`src/rtl/datapath_seq.sv`:
```
// -----------------------------------------------------------------------------
// datapath_seq
//
// Multi-cycle sequencer for the 4-register / ALU32 datapath. It takes one
// micro-instruction at a time over a valid/ready handshake. It then drives the
// datapath control inputs (wr, ALUControl, addr1/2/3) to run the same register
// operation instr_rep+1 times. Each iteration lasts two cycles:
//   SETUP : wr=0, the register-file read and the ALU settle on the current
//           register contents.
//   WRITE : wr=1, the register file captures Result at the closing edge.
// A command ends early when Overflow is seen and OVF_HALT is set, or when
// Zero is seen and the command asked for stop-on-zero.
//
// Parameters
//   REP_W    : width of the repeat field; up to 2^REP_W iterations per command
//   OVF_HALT : 1 = abort on the first overflowing write, 0 = only record it
//
// Ports
//   clk, rst                 : rising-edge clock, async active-high reset
//   instr_valid/instr_ready  : command handshake (ready only in IDLE)
//   instr_op                 : ALUControl value for the command
//   instr_rd/rs1/rs2         : destination / source A / source B registers
//   instr_rep                : iteration count minus one
//   instr_stopz              : end the command on a write with Zero=1
//   wr, ALUControl,
//   addr1, addr2, addr3      : registered control outputs to the datapath
//   Zero, Overflow           : status inputs from the datapath ALU
//   busy                     : command in progress (SETUP or WRITE)
//   done                     : one-cycle pulse when a command finishes
//   iter_count               : writes completed by the last/current command
//   ovf_flag                 : an overflowing write occurred in the command
//   zero_flag                : Zero value captured on the final write
// -----------------------------------------------------------------------------
module datapath_seq #(
  parameter int REP_W    = 3,
  parameter int OVF_HALT = 1
) (
  input  logic             clk,
  input  logic             rst,
  input  logic             instr_valid,
  input  logic [2:0]       instr_op,
  input  logic [1:0]       instr_rd,
  input  logic [1:0]       instr_rs1,
  input  logic [1:0]       instr_rs2,
  input  logic [REP_W-1:0] instr_rep,
  input  logic             instr_stopz,
  output logic             instr_ready,
  output logic             wr,
  output logic [2:0]       ALUControl,
  output logic [1:0]       addr1,
  output logic [1:0]       addr2,
  output logic [1:0]       addr3,
  input  logic             Zero,
  input  logic             Overflow,
  output logic             busy,
  output logic             done,
  output logic [REP_W:0]   iter_count,
  output logic             ovf_flag,
  output logic             zero_flag
);

  typedef enum logic [1:0] {
    S_IDLE  = 2'd0,
    S_SETUP = 2'd1,
    S_WRITE = 2'd2,
    S_DONE  = 2'd3
  } state_t;

  localparam bit             OVF_HALT_EN = (OVF_HALT != 0);
  localparam logic [REP_W:0] ITER_ONE    = 1;
  localparam logic [REP_W-1:0] REM_ONE   = 1;

  state_t           state;
  state_t           state_nxt;
  logic [REP_W-1:0] remaining;
  logic             stopz_q;
  logic             end_cmd;

  assign instr_ready = (state == S_IDLE);
  assign busy        = (state == S_SETUP) || (state == S_WRITE);

  // Termination test for the write in progress. Only WRITE looks at it, so
  // Zero/Overflow are only sampled on the edge that commits a result.
  assign end_cmd = (OVF_HALT_EN && Overflow) ||
                   (stopz_q && Zero)         ||
                   (remaining == '0);

  always_ff @(posedge clk or posedge rst) begin
    if (rst) begin
      state <= S_IDLE;
    end else begin
      state <= state_nxt;
    end
  end

  always_comb begin
    state_nxt = state;
    case (state)
      S_IDLE:  if (instr_valid) state_nxt = S_SETUP;
      S_SETUP: state_nxt = S_WRITE;
      S_WRITE: state_nxt = end_cmd ? S_DONE : S_SETUP;
      S_DONE:  state_nxt = S_IDLE;
      default: state_nxt = S_IDLE;
    endcase
  end

  // wr and done are registered from the next state, so they are high exactly
  // during WRITE and DONE. An async reset drops wr at once, so the write that
  // is being set up never reaches the register file.
  always_ff @(posedge clk or posedge rst) begin
    if (rst) begin
      wr         <= 1'b0;
      done       <= 1'b0;
      ALUControl <= 3'b000;
      addr1      <= 2'b00;
      addr2      <= 2'b00;
      addr3      <= 2'b00;
      stopz_q    <= 1'b0;
      remaining  <= '0;
      iter_count <= '0;
      ovf_flag   <= 1'b0;
      zero_flag  <= 1'b0;
    end else begin
      wr   <= (state_nxt == S_WRITE);
      done <= (state_nxt == S_DONE);
      case (state)
        S_IDLE: begin
          if (instr_valid) begin
            ALUControl <= instr_op;
            addr1      <= instr_rs1;
            addr2      <= instr_rs2;
            addr3      <= instr_rd;
            stopz_q    <= instr_stopz;
            remaining  <= instr_rep;
            iter_count <= '0;
            ovf_flag   <= 1'b0;
          end
        end
        S_WRITE: begin
          iter_count <= iter_count + ITER_ONE;
          zero_flag  <= Zero;
          ovf_flag   <= ovf_flag | Overflow;
          if (!end_cmd) remaining <= remaining - REM_ONE;
        end
        default: begin
        end
      endcase
    end
  end

endmodule

```
`config.mk`:
```
export PLATFORM = sky130hd
export DESIGN_NAME = datapath_seq
export DESIGN_NICKNAME = d
export VERILOG_FILES = /design/src/rtl/datapath_seq.sv
export SDC_FILE = /design/constraint.sdc
export NUM_CORES = 1
export LEC_CHECK = 0
export ABC_AREA = 1
export ABC_CLOCK_PERIOD_IN_PS = 2410
export BUFFER_PORTS_ARGS = -buffer_cell sky130_fd_sc_hd__buf_2
export CAP_MARGIN = 20
export CORE_MARGIN = 2
export CORE_UTILIZATION = 53
export DETAILED_ROUTE_END_ITERATION = 12
export GPL_TIMING_DRIVEN = 0
export HOLD_SLACK_MARGIN = 0.1
export PLACE_DENSITY = 0.93
export SLEW_MARGIN = 25
export SYNTH_ARGS = -nofsm -noshare
export SYNTH_HDL_FRONTEND = slang
export SYNTH_SLANG_ARGS = --single-unit
```
`constraint.sdc`:
```
create_clock -name clk -period 2.41 [get_ports clk]
set_input_delay 0 -clock clk [delete_from_list [all_inputs] [get_ports clk]]
set_output_delay 0 -clock clk [all_outputs]
set_load 0.005 [all_outputs]
```
* Yosys cells after proc, flatten, opt, wreduce, memory -nomap -nowiden
Cells that the tools add are included.
** Storage, ports and cells
- Bits in registers :: 23
- Output and inout bits :: 19
- Logic and storage cells :: 42
** Cells by class
- Add/sub/neg operators :: 2
- Equality and inequality tests :: 7
- Muxes and demuxes :: 10
- Bitwise logic cells :: 1
- Reductions and logical operators :: 10
** Operators by type and width (number)
- $eq 2x2->1 const B :: 4
- $pmux 2 s4 :: 1
- $pmux 4 s2 :: 1
- $mux 3 :: 2
- $pmux 3 s2 :: 1
- $add 4x1->4 const B :: 1
- $mux 2 :: 2
- $mux 4 :: 1
- $ne 2x2->1 const B :: 2
- $reduce_and 2->1 :: 2
- $logic_not 3->1 :: 1
- $logic_or 1x1->1 :: 3
- $reduce_and 3->1 :: 1
- $sub 3x1->3 const B :: 1
- $eq 2x1->1 const B :: 1
- $logic_not 2->1 :: 1
- $pmux 1 s2 :: 1
- $reduce_bool 2->1 :: 1
- $logic_and 1x1->1 :: 1
- $mux 1 :: 1
- $or 1x1->1 :: 1

* Longest topological paths before layout
- Depth in word-level cells :: 6
- Depth in mapped cells :: 9
- Mapped depth without buffers :: 9

* Least setup slack after synthesis
Ideal clock, no wire load.
- Path type :: register -> register
- Start point :: register state[0]
- End point :: register ALUControl[0]
- Library setup time :: 125 ps
- Data arrival time :: 1321 ps
- Data required time :: 2285 ps
- Slack :: 964 ps
- Cell stages (with the launch flop) :: 6
- Path buffers :: 1
- Clock period less this slack :: 1446 ps
- Cell sequence :: dfrtp_1 > inv_1 > ha_1 > nand2_2 > buf_6 > mux2_4
** On the way
- Cells in the longest elaborated chain, start to end :: 2
** RTL lines
- from (decl) :: RTL line 73 : state_t state;
- from (signal assigned) :: RTL line 92 : state <= state_nxt;
- $logic_not 2->1
- named net instr_ready :: RTL line 47 : output logic instr_ready,
- $reduce_and 2->1 (no line)
- to (signal assigned) :: RTL line 129 : ALUControl <= instr_op;
- to (decl) :: RTL line 49 : output logic [2:0] ALUControl,
The timed path passes the listed nets, and every way through them passes these cells.
A chain may end at the register's enable or synchronous reset.

* Worst setup path after layout
- Start point :: register state[0]
- End point :: register ovf_flag
** On the way
- Cells in the longest elaborated chain, start to end :: 3
- Elaborated cells on any way between the ends :: 6
** RTL lines
- $eq 2x2->1 / $logic_not 2->1 (equally long branches) :: RTL line 126 : case (state)
- $reduce_bool 2->1 (no line) / $ne 2x2->1 (equally long branches)
- $reduce_and 2->1 (no line)
- to (signal assigned) :: RTL line 142 : ovf_flag <= ovf_flag | Overflow;
- to (decl) :: RTL line 58 : output logic ovf_flag,
Several ways; a longest one is shown, not always the timed one.

==> out/results.tsv <==
metric	value	unit
fin_area	1560	µm²
grt_overflow_total	0	
worst-path-buf-inv	5	
avgSynthCellArea	10.5	µm²
finalCritPeriodShare	85.7	%
cts_resized	0	
startpoint	state[0]	
wl	2770	µm
drv_cap	0	
cts_tree	yes	
place_congestion	0.848	
netlist.area_leader.share	50.7	%
fin_cells	193	
synthMuxAreaShare	13.2	%
synth_compound_area_share	6.39	%
area_growth	37.0	%
yosys.area.top_type	dfrtp_1	
die_area	2530	µm²
critPathArrivalTime	2.32	ns
synthCells	108	
dpl.cell_count	171	
grt_pass1_wl	4510	µm
worstHoldPathType	input pin to asynchronous set/reset pin	
drc	0	
path_clk_slew	0.12	ns
synthFlopType	dfrtp_1	
start_util	57.3	%
cpMaxStageDelayCell	dlygate4sd3_1	
tns	0	ns
htree_levels	1	
cts_sinks	23	
cts_root_buf	clkbuf_4	
synth_area_leaders	dfrtp_1, mux2_4, ha_1	
whs	0.396	ns
via_per_inst	5.05	
clock.fmax	484	MHz
synth-edff-count	0	
die_w	50.3	µm
synth.most_common_cell	dfrtp_1	
antenna_found_initial	0	
first_pass_iters	4	
drive_above_1_share	33.1	%
clockBufferDepth	2	
path_depth	9	
synth_cell_type_count	14	
finalCriticalPeriod	2.07	ns
yosysSeqAreaShare	50.7	%
fp.dieH	50.3	µm
vias	975	
slew_headroom	45.2	%
worstRegToRegCells	9	
slew_violations	0	
synthTopCellsByCount	dfrtp_1, nand2_1, inv_1, nand3_1, mux2_4	
crit_top_cell	buf_6	
fin_worst_skew	0.00546	ns
cts_hold_buffers	18	
clk_latency	0.30	ns
synth_top_family_by_area	simple AND/OR/NAND/NOR gates	
synth_warnings	0	
hold_violations	0	
grt_max_degree	24	
ant_nets	0	
syn-num-nets	133	
numCtsBuffers	3	
rr_startpoint	state[0]	
tightest_slew	0.822	ns
num_antenna_cells	0	
ir_drop	0.730	mV
seq_area	576	µm²
synth-simple-area-share	14.0	%
multi_input_area	469	µm²
leakage	0.865	nW
power_density	1160	nW/µm²
outcome	finished, final reports clean	
fillers	122	
rows	16	
total_power	0.00181	W
post_cts_buffers	0	
netlist_area	1130	µm²
portBuffers	36	
async_flop_share	100	%
dp_hpwl	1860	µm
grt_pass1_vias	995	
core_area	1980	µm²
ys_ff_latch	23	
worst-setup-path-type	flip-flop to flip-flop	
drt_first_iter_violations	33	
max_stage_delay	0.56	ns
setup_viol_count_final	0	
placed_cell_area	1350	µm²
grt.total_usage	24.0	%
wl_per_cell	14.3	µm
synth_xor_area_share	0	%
fin_nets	192	
endpoint_kind	flip-flop	
critPathMaxFanout	10	
path_delay_family	buffers and inverters	
critPathLaunchType	flip-flop	
pin_count	37	
required	2.66	ns
crit_chain	inv_1, ha_1, buf_6, inv_2, o21ai_4, buf_6, a21oi_1, nor2_1, dlygate4sd3_1	
synthAdderAreaFrac	7.72	%
rsz0062_at_grt	no	
[power by group]
group | internal, W | switching, W | total (W)
logic | 0.000479 | 0.000476 | 0.000955
clock network | 0.0000645 | 0.000108 | 0.000173
registers | 0.000565 | 0.000113 | 0.000678
total | 0.00111 | 0.000697 | 0.00181
[layout by cell type (no fill, tap or decap)]
cell / synthesis / final
dfrtp_1: 23 / 23
buf_6: 3 / 3
inv_1: 14 / 14
o21ai_4: 1 / 1
nor2_1: 6 / 6
a31oi_1: 1 / 1
inv_2: 1 / 1
dlygate4sd3_1: 0 / 18
clkbuf_4: 0 / 3
mux2_4: 10 / 10
a21oi_1: 4 / 4
buf_2: 0 / 36
nand2_1: 20 / 20
clkbuf_1: 0 / 1
nand2_2: 1 / 1
o21ai_0: 6 / 6
nand3_1: 11 / 11
ha_1: 7 / 7
[metal layers]
metal  wire (µm)  track usage [%]
met1        1090             27.7
met2        1490             45.8
met3         155             1.79
met4          36             8.33
met5           0                0
[through the flow]
step                      util [%]  setup WS [ns]
after floorplan                  -          0.964
after global placement        68.1          0.924
after detailed placement      68.1          0.866
after CTS                     78.5          0.380
after global routing          78.5          0.247
final                         78.5          0.344
[cell families after synthesis]
| logic type | Yosys count |
|---|---|
| DFF | 23 |
| AOI/OAI and AO/OA | 12 |
| muxes | 10 |
| adders and majority gates | 7 |
| and+or+nand+nor | 38 |
| buffers and inverters | 18 |
[worst min-delay path: cells and delay by family]
| family | cells | cell delay (ns) |
|---|---|---|
| buffers and inverters | 3 | 1.24 |
[cell type report]
class / instances / share of cell area (%)
plain buffers: 3 / 2.17
clock buffers: 4 / 1.69
inverters: 15 / 3.62
multi-input cells: 67 / 30.2
flip-flops and latches: 23 / 37.0
well taps: 27 / 2.17
repair buffers: 54 / 23.2
[path summary, 6_finish.rpt]
check                           slack (ns)       endpoint
worst max register to register        0.34       ovf_flag
max in group asynchronous             1.51  ALUControl[2]
worst min register to register        0.49      zero_flag
worst min-delay path                  0.40       addr1[0]
worst max-delay path                  0.34       ovf_flag
min in group clk                      0.46  ALUControl[1]
[registers in the layout, indices dropped and copies added, names as in the netlist]
register and flops:
remaining 3, done 1, stopz_q 1, addr2 2, zero_flag 1, ALUControl 3
wr 1, addr3 2, ovf_flag 1, iter_count 4, state 2, addr1 2
Power figures use the tool's default switching activity.
